==> config.mk <==
export PLATFORM = sky130hd
export DESIGN_NAME = spi_slave_sync_flat
export DESIGN_NICKNAME = d
export VERILOG_FILES = /design/src/rtl/spi_slave_sync_if.sv /design/src/rtl/spi_slave_sync.sv /design/src/flat_wrapper.sv
export SDC_FILE = /design/constraint.sdc
export NUM_CORES = 1
export LEC_CHECK = 0
export CORE_MARGIN = 2
export CORE_UTILIZATION = 48
export CTS_CLUSTER_SIZE = 25
export DETAILED_ROUTE_END_ITERATION = 7
export PLACE_DENSITY = 0.74
export SYNTH_ARGS = -nofsm -noshare
export SYNTH_HDL_FRONTEND = slang
export SYNTH_SLANG_ARGS = --single-unit
==> constraint.sdc <==
create_clock -name clk -period 1.7 [get_ports clk]
set_clock_uncertainty 0.2 [all_clocks]
set_input_delay 0.34 -clock clk [delete_from_list [all_inputs] [get_ports clk]]
set_output_delay 0.34 -clock clk [all_outputs]
set_load 0.03 [all_outputs]
==> src/rtl/spi_slave_sync_if.sv <==
// SPI bus bundle between an external master and spi_slave_sync.
// SS is active-low; mode 0 (SCLK idles low).
interface spi_slave_sync_if;
    logic SCLK;
    logic MOSI;
    logic SS;
    logic MISO;

    modport master (output SCLK, output MOSI, output SS, input MISO);
    modport slave  (input SCLK, input MOSI, input SS, output MISO);
endinterface

==> src/rtl/spi_slave_sync.sv <==
// SPI mode-0 slave, MSB first, with all bus inputs resynchronised to clk.
// Optional overrun flag rx_ovr is built when SPI_SLAVE_SYNC_OVERRUN_EN is defined.
module spi_slave_sync #(
    parameter int         width        = 8,
    parameter logic [1:0] number_slave = 2'b00
) (
    input  logic             clk,
    input  logic             rst,
    input  logic             up_data,
    input  logic [width-1:0] data,
    output logic [width-1:0] s_data,
    output logic             rx_valid,
    output logic             busy,
    output logic [1:0]       my_id,
    spi_slave_sync_if.slave  spi
`ifdef SPI_SLAVE_SYNC_OVERRUN_EN
    ,
    output logic             rx_ovr
`endif
);

    localparam int CNT_W = $clog2(width);
    localparam logic [CNT_W-1:0] CNT_LAST = CNT_W'(width - 1);

    typedef enum logic [1:0] {IDLE, LOAD, SHIFT} state_e;

    state_e           state_q, state_d;
    logic             sclk_s1_q, sclk_s2_q, sclk_dly_q;
    logic             sclk_s1_d, sclk_s2_d, sclk_dly_d;
    logic             mosi_s1_q, mosi_s2_q;
    logic             mosi_s1_d, mosi_s2_d;
    logic             ss_s1_q, ss_s2_q, ss_dly_q;
    logic             ss_s1_d, ss_s2_d, ss_dly_d;
    logic [CNT_W-1:0] cnt_q, cnt_d;
    logic [width-1:0] rx_shift_q, rx_shift_d;
    logic [width-1:0] tx_shift_q, tx_shift_d;
    logic [width-1:0] tx_buf_q, tx_buf_d;
    logic [width-1:0] s_data_q, s_data_d;
    logic             done_q, done_d;
    logic             rx_valid_q, rx_valid_d;
    logic             sclk_rise, sclk_fall, ss_fall;

    assign sclk_rise = sclk_s2_q & ~sclk_dly_q;
    assign sclk_fall = ~sclk_s2_q & sclk_dly_q;
    assign ss_fall   = ~ss_s2_q & ss_dly_q;

    always_comb begin
        sclk_s1_d  = spi.SCLK;
        sclk_s2_d  = sclk_s1_q;
        sclk_dly_d = sclk_s2_q;
        mosi_s1_d  = spi.MOSI;
        mosi_s2_d  = mosi_s1_q;
        ss_s1_d    = spi.SS;
        ss_s2_d    = ss_s1_q;
        ss_dly_d   = ss_s2_q;

        state_d    = state_q;
        cnt_d      = cnt_q;
        rx_shift_d = rx_shift_q;
        tx_shift_d = tx_shift_q;
        tx_buf_d   = tx_buf_q;
        s_data_d   = s_data_q;
        done_d     = 1'b0;
        rx_valid_d = 1'b0;

        if (up_data) begin
            tx_buf_d = data;
        end

        // The completed word is published one cycle after its last bit is shifted in.
        if (done_q) begin
            s_data_d   = rx_shift_q;
            rx_valid_d = 1'b1;
        end

        if (ss_s2_q) begin
            state_d = IDLE;
            cnt_d   = '0;
        end else begin
            case (state_q)
                IDLE: begin
                    cnt_d = '0;
                    if (ss_fall) begin
                        state_d = LOAD;
                    end
                end
                LOAD: begin
                    cnt_d      = '0;
                    tx_shift_d = up_data ? data : tx_buf_q;
                    state_d    = SHIFT;
                end
                SHIFT: begin
                    if (sclk_rise) begin
                        rx_shift_d = {rx_shift_q[width-2:0], mosi_s2_q};
                        if (cnt_q == CNT_LAST) begin
                            cnt_d   = '0;
                            done_d  = 1'b1;
                            state_d = LOAD;
                        end else begin
                            cnt_d = cnt_q + 1'b1;
                        end
                    end else if (sclk_fall && (cnt_q != '0)) begin
                        // A fall with a zero count trails a word boundary; the fresh MSB must stay put.
                        tx_shift_d = {tx_shift_q[width-2:0], 1'b0};
                    end
                end
                default: begin
                    state_d = IDLE;
                end
            endcase
        end
    end

    always_ff @(posedge clk or negedge rst) begin
        if (!rst) begin
            sclk_s1_q  <= 1'b0;
            sclk_s2_q  <= 1'b0;
            sclk_dly_q <= 1'b0;
            mosi_s1_q  <= 1'b0;
            mosi_s2_q  <= 1'b0;
            ss_s1_q    <= 1'b1;
            ss_s2_q    <= 1'b1;
            ss_dly_q   <= 1'b1;
            state_q    <= IDLE;
            cnt_q      <= '0;
            rx_shift_q <= '0;
            tx_shift_q <= '0;
            tx_buf_q   <= '0;
            s_data_q   <= '0;
            done_q     <= 1'b0;
            rx_valid_q <= 1'b0;
        end else begin
            sclk_s1_q  <= sclk_s1_d;
            sclk_s2_q  <= sclk_s2_d;
            sclk_dly_q <= sclk_dly_d;
            mosi_s1_q  <= mosi_s1_d;
            mosi_s2_q  <= mosi_s2_d;
            ss_s1_q    <= ss_s1_d;
            ss_s2_q    <= ss_s2_d;
            ss_dly_q   <= ss_dly_d;
            state_q    <= state_d;
            cnt_q      <= cnt_d;
            rx_shift_q <= rx_shift_d;
            tx_shift_q <= tx_shift_d;
            tx_buf_q   <= tx_buf_d;
            s_data_q   <= s_data_d;
            done_q     <= done_d;
            rx_valid_q <= rx_valid_d;
        end
    end

    assign s_data   = s_data_q;
    assign rx_valid = rx_valid_q;
    assign busy     = (state_q == SHIFT);
    assign my_id    = number_slave;
    assign spi.MISO = (state_q == IDLE) ? 1'b0 : tx_shift_q[width-1];

`ifdef SPI_SLAVE_SYNC_OVERRUN_EN
    logic unread_q, unread_d;
    logic rx_ovr_q, rx_ovr_d;

    // A word stays unread until an up_data strobe follows its rx_valid.
    always_comb begin
        unread_d = unread_q;
        rx_ovr_d = rx_ovr_q;
        if (up_data) begin
            unread_d = 1'b0;
            rx_ovr_d = 1'b0;
        end
        if (done_q) begin
            unread_d = 1'b1;
            if (unread_q && !up_data) begin
                rx_ovr_d = 1'b1;
            end
        end
    end

    always_ff @(posedge clk or negedge rst) begin
        if (!rst) begin
            unread_q <= 1'b0;
            rx_ovr_q <= 1'b0;
        end else begin
            unread_q <= unread_d;
            rx_ovr_q <= rx_ovr_d;
        end
    end

    assign rx_ovr = rx_ovr_q;
`endif

endmodule

==> src/flat_wrapper.sv <==
// flat-port wrapper written by rule: the top's interface ports become plain ports
module spi_slave_sync_flat 
#(
    parameter int         width        = 8,
    parameter logic [1:0] number_slave = 2'b00
)
  (clk, rst, up_data, data, s_data, rx_valid, busy, my_id, spi_SCLK, spi_MOSI, spi_SS, spi_MISO);
  spi_slave_sync_if spi_i ();
  input  logic clk;
  input  logic rst;
  input  logic up_data;
  input  logic [width-1:0] data;
  output logic [width-1:0] s_data;
  output logic rx_valid;
  output logic busy;
  output logic [1:0] my_id;
  input wire logic [$bits(spi_i.SCLK)-1:0] spi_SCLK;
  input wire logic [$bits(spi_i.MOSI)-1:0] spi_MOSI;
  input wire logic [$bits(spi_i.SS)-1:0] spi_SS;
  output wire logic [$bits(spi_i.MISO)-1:0] spi_MISO;
  assign spi_i.SCLK = spi_SCLK;
  assign spi_i.MOSI = spi_MOSI;
  assign spi_i.SS = spi_SS;
  assign spi_MISO = spi_i.MISO;
  spi_slave_sync #(.width(width), .number_slave(number_slave)) u_core (.clk(clk), .rst(rst), .up_data(up_data), .data(data), .s_data(s_data), .rx_valid(rx_valid), .busy(busy), .my_id(my_id), .spi(spi_i));
endmodule
==> qor.csv, run 1 <==
metric;value;unit
start_util;49.7;%
syn-instance-count;152;
path_cells;or3b_1, nor4_1, a211oi_1;
area_growth;24.0;%
fin_tns_setup;-10.3;ps
wl_per_cell;14.7;um
via_per_inst;5.43;
drt_wl_total;3520;um
setup_slack;-10.3;ps
drv_cap;0;
ys_seq_area_share;59.8;%
multi_input_area;738;sq um
arrival;1680;ps
outcome;complete, but fails checks;
switchingPower;0.000585;W
cts.reportedPaths.clkPinSlew;80;ps
diodes;0;
hold_violations;0;
ant_nets;0;
worstSetupPathType;flop to flop;
crit_required;1670;ps
yosysMostFrequentCell;dfrtp_1;
nets;206;
netlist_area;0.00197;sq mm
die_y;68.1;um
powerDensity;920;mW/mm^2
ioPinCount;27;
post-route-min-period;1710;ps
grt_pass1_vias;1294;
syn_area_per_cell;13.0;sq um
swShare;26.0;%
layout_worst_path_cycle_share;101;%
drc_errors;0;
fp-row-count;23;
dieWidth;68.1;um
place_ws;-235;ps
core;0.00397;sq mm
grt_max_degree;20;
synth_edf_count;0;
fmaxAchievable;0.585;GHz
grt_pass1_wl;5940;um
timing.critical_path.depth;3;
cp-start-kind;flop;
die-area;0.00464;sq mm
cp_max_fo;8;
vias;1302;
place_hpwl;2470;um
clock_path_buffers;2;
ctsHtreeMaxLevel;2;
design_area;0.00245;sq mm
r2r_setup_slack;-10;ps
ys_seq_elements;47;
cts.sinks;47;
first_iter_violations;93;
cts_tree;done;
hold_path_depth;0;
antenna_found_initial;0;
postPlaceCellArea;0.00230;sq mm
path_buf_inv;0;
setup_viol;1;
r2r_cells;3;
peakVddDrop;514;uV
combPwrFrac;14.3;%
grt_overflow;0;
synth_warnings;0;
clk_latency;300;ps
final_max_slew_viol_count;0;
num-fill-cells;294;
synth_area_leaders;dfrtp_1, mux2_2, dfstp_2;
ys.flop_type;dfrtp_1;
drt_pass1_iterations;4;
worstHoldPathType;flop to flop;
path_delay_family;simple AND/OR/NAND/NOR gates;
cts-root-buf;clkbuf_8;
cts_buffers;5;
drive_gt1_share;31.6;%
cp_slowest_cell;or3b_1;
slowest_delay;500;ps
yosysUniqueCellTypes;30;
clkPwrFrac;29.0;%
rsz0062_at_grt;yes;
finalWeightedCongestion;0.800;
grt_usage;17.6;%
ys_top_cells_by_count;dfrtp_1, mux2_2;
register_area;0.00118;sq mm
violations;negative setup slack;
synth_top_area_share;55.8;%
seqPwrFrac;56.7;%
internal_power;0.00167;W
end_kind;flop;
async_flop_share;100;%
synth_area_leader_cell;dfrtp_1;
io_buffers;24;
power_leakage;1.12;nW
## area by class of cell
| type | instances | share of cell area (%) |
|---|---|---|
| well taps | 50 | 2.55 |
| clock inverters | 2 | 0.511 |
| repair buffers | 41 | 14.9 |
| inverters | 5 | 0.766 |
| multi-input cells | 89 | 30.1 |
| clock buffers | 6 | 2.96 |
| flip-flops and latches | 47 | 48.2 |
## cells by family (layout without fill, tap and decap cells)
kind of cell             after synthesis  in the layout  share of synthesized area (%)
flip-flops                            47             47                           59.8
multiplexers                          27             27                           15.2
AO/OA/AOI/OAI                         26             26                           9.82
other                                  1              2                          0.190
AND/OR/NAND/NOR                       31             31                           9.25
buffers and inverters                 17             54                           3.87
adder cells (fa/ha/maj)                3              3                           1.90
## worst register-to-register path, cell delays in order (launching register included)
cell and delay (ps):
dfstp_2 420, or3b_1 500, nor4_1 380, a211oi_1 90
## state kept, by name, indices dropped and copies added, names as in the netlist
name and flops:
u_core.ss_dly_q 1, u_core.rx_shift_q 8, u_core.sclk_s1_q 1, u_core.rx_valid 1, u_core.mosi_s1_q 1, u_core.done_q 1
u_core.tx_buf_q 8, u_core.mosi_s2_q 1, u_core.sclk_dly_q 1, u_core.s_data 8, u_core.state_q 2, u_core.sclk_dly_d 1
u_core.ss_dly_d 1, u_core.tx_shift_q 8, u_core.ss_s1_q 1, u_core.cnt_q 3
## placed cells by master, fill, tap and decap left out, drive strengths merged, types with 2 or more instances in the layout
master         netlist  routed
nor2                 8       8
dfrtp               44      44
dfstp                3       3
dlygate4sd2          0       9
clkbuf               7       6
conb                 1       2
clkdlybuf4s50        0      12
buf                  5      19
nor2b                6       6
o22ai                7       7
mux2                24      24
mux2i                3       3
a311oi               7       7
ha                   3       3
a211oi               7       7
nand2b               4       4
inv                  5       5
nor3                 2       2
nor4                 7       7
## power by group through the flow
stage,logic (W),registers [W],clock network [W]
finish,0.000322,0.00128,0.000653
global route,0.000350,0.00129,0.000718
CTS,0.000311,0.00127,0.000674
detailed placement,0.000300,0.00129,0
global placement,0.000285,0.00129,0
floorplan,0.000195,0.00128,0
## final timing paths
check | to | from
max reg2reg | u_core.tx_shift_q[2]$_DFFE_PN0P_ | u_core.ss_dly_d$_DFF_PN1_
min in group asynchronous | u_core.cnt_q[0]$_DFFE_PN0P_ | rst
min | u_core.mosi_s2_q$_DFF_PN0_ | u_core.mosi_s1_q$_DFF_PN0_
min reg2reg | u_core.mosi_s2_q$_DFF_PN0_ | u_core.mosi_s1_q$_DFF_PN0_
max in group asynchronous | u_core.s_data[7]$_DFFE_PN0P_ | rst
max | u_core.tx_shift_q[2]$_DFFE_PN0P_ | u_core.ss_dly_d$_DFF_PN1_
## metal layers
metal  vias up  global-route usage [%]  wire length [um]
met1       624                    23.5              1600
li1        623                       -                 -
met4         0                    7.25                51
met5         -                       0                 0
met2        50                    27.1              1690
met3         5                    4.93               184
## metrics by stage
stage	utilization, %	total power (W)	hold slack [ps]	std cells
final	61.7	0.00225	158	240
after global routing	61.7	0.00235	171	240
after CTS	60.6	0.00226	160	237
after detailed placement	57.8	0.00159	34.3	226
after global placement	57.8	0.00157	31.3	226
after floorplan	-	0.00147	-156	153
## repair_timing
action	CTS	global route
hold endpoints to repair	11	0
hold buffers	1	0
setup buffers	2	3
resized for setup	13	5
pin swaps	0	0
endpoints found under the setup margin	11	10
Note: power is estimated with default switching activity, not from simulation.
==> inputs of run 2 (changes only) <==
- PLACE_DENSITY: 0.74 -> default
- PLACE_DENSITY_LB_ADDON: default -> 0.15
==> run 2 against run 1 <==
The flow still finishes with violations (negative setup slack). Largest power group unchanged. Flip-flop and latch count unchanged. Worst hold slack worse by 3.9 ps. Critical path depth unchanged. Routed wire length up 7.4%. Critical path type unchanged.
==> qor.csv, run 2 (synthesis results as in run 1) <==
metric;value;unit
outcome;complete, but fails checks;
violations;negative setup slack;
clk_latency;300;ps
cp-start-kind;flop;
worstHoldPathType;flop to flop;
layout_commonest_cell;dfrtp_1;
cp_slowest_cell;or3b_1;
wl_per_cell;15.7;um
design_area;0.00250;sq mm
cts-root-buf;clkbuf_8;
setup_slack;-51.9;ps
grt_usage;18.3;%
mostFrequentLayoutCells;dfrtp_1, mux2_2, buf_4;
arrival;1730;ps
path_buf_inv;0;
clkPwrFrac;29.2;%
slowest_delay;530;ps
dieWidth;68.1;um
fp-row-count;23;
start_util;49.7;%
cts.reportedPaths.clkPinSlew;90;ps
drive_gt1_share;32.5;%
power_leakage;1.13;nW
post-route-min-period;1750;ps
path_cells;or3b_1, nor4_1, a211oi_1;
hold_violations;0;
die_y;68.1;um
finalWeightedCongestion;0.894;
seqPwrFrac;56.2;%
cts_tree;done;
peakVddDrop;726;uV
final_max_slew_viol_count;0;
first_iter_violations;98;
ant_nets;0;
combPwrFrac;14.6;%
rsz0062_at_grt;yes;
place_hpwl;2620;um
drv_cap;0;
fin_util;62.9;%
end_kind;flop;
ctsHtreeMaxLevel;2;
io_buffers;24;
diodes;0;
layout_worst_path_cycle_share;103;%
swShare;26.3;%
via_per_inst;5.63;
drt_pass1_iterations;4;
fmaxAchievable;0.571;GHz
setup_viol;7;
internal_power;0.00168;W
worstSetupPathType;flop to flop;
fin_hold_ws;154;ps
antenna_found_initial;0;
cp_max_fo;7;
place_ws;-205;ps
grt_pass1_wl;6260;um
drt_wl_total;3780;um
crit_required;1680;ps
postPlaceCellArea;0.00234;sq mm
switchingPower;0.000599;W
die-area;0.00464;sq mm
cts_buffers;5;
core;0.00397;sq mm
drc_errors;0;
nets;207;
grt_pass1_vias;1391;
clock_path_buffers;2;
cts.sinks;47;
ioPinCount;27;
vias;1356;
path_delay_family;simple AND/OR/NAND/NOR gates;
area_growth;26.5;%
totalPowerFinal;0.00228;W
r2r_setup_slack;-50;ps
grt_overflow;0;
grt_max_degree;28;
powerDensity;913;mW/mm^2
## run 2: timing repair
item,4_1_cts,5_1_grt
hold endpoints to repair,12,0
setup endpoints to repair,19,18
hold buffers,1,0
gates resized for setup,14,5
setup buffers,3,1
cloned,0,0
## run 2: final timing paths
| check | startpoint | to | depth (start not counted) |
|---|---|---|---|
| worst min register to register | u_core.sclk_s1_q$_DFF_PN0_ | u_core.sclk_dly_d$_DFF_PN0_ | 0 |
| min in group asynchronous | rst | u_core.tx_shift_q[3]$_DFFE_PN0P_ | 2 |
| worst max-delay path | u_core.state_q[0]$_DFFE_PN0P_ | u_core.tx_shift_q[2]$_DFFE_PN0P_ | 3 |
| worst max register to register | u_core.state_q[0]$_DFFE_PN0P_ | u_core.tx_shift_q[2]$_DFFE_PN0P_ | 3 |
| worst min-delay path | u_core.sclk_s1_q$_DFF_PN0_ | u_core.sclk_dly_d$_DFF_PN0_ | 0 |
| max in group asynchronous | rst | u_core.ss_dly_q$_DFF_PN1_ | 3 |
## run 2: worst reg2reg max path: cells and delay by family (launching register included)
kind	cells	cell delay [ps]
AO/OA/AOI/OAI	1	90
AND/OR/NAND/NOR	2	880
flip-flops	1	450
## run 2: stage by stage
step | instances | TNS [ps]
after detailed placement | 228 | -1630
after global routing | 241 | -713
after global placement | 228 | -1440
after CTS | 240 | -481
after floorplan | 153 | 0
final | 241 | -220
## run 2: area by class of cell
| class | instances | area [sq um] |
|---|---|---|
| Fill cell | 305 | 1470 |
| Sequential cell | 47 | 1180 |
| Multi-Input combinational cell | 89 | 749 |
| Timing Repair Buffer | 42 | 393 |
| Clock buffer | 5 | 68.8 |
| Tap cell | 50 | 62.6 |
| Clock inverter | 3 | 23.8 |
| Inverter | 5 | 18.8 |
## run 2: per-layer routing
layer	global-route usage, %	part of all wire (%)
met4	8.75	1.5
met1	22.1	42
met2	31.2	49
met3	3.78	7.1
met5	0	0
## run 2: power by group through the flow
| stage | Sequential [W] | Clock [W] | Combinational [W] |
|---|---|---|---|
| finish | 0.00128 | 0.000667 | 0.000332 |
| global route | 0.00129 | 0.000744 | 0.000362 |
| CTS | 0.00127 | 0.000694 | 0.000326 |
| detailed placement | 0.00129 | 0 | 0.000308 |
| global placement | 0.00129 | 0 | 0.000298 |
| floorplan | 0.00128 | 0 | 0.000195 |
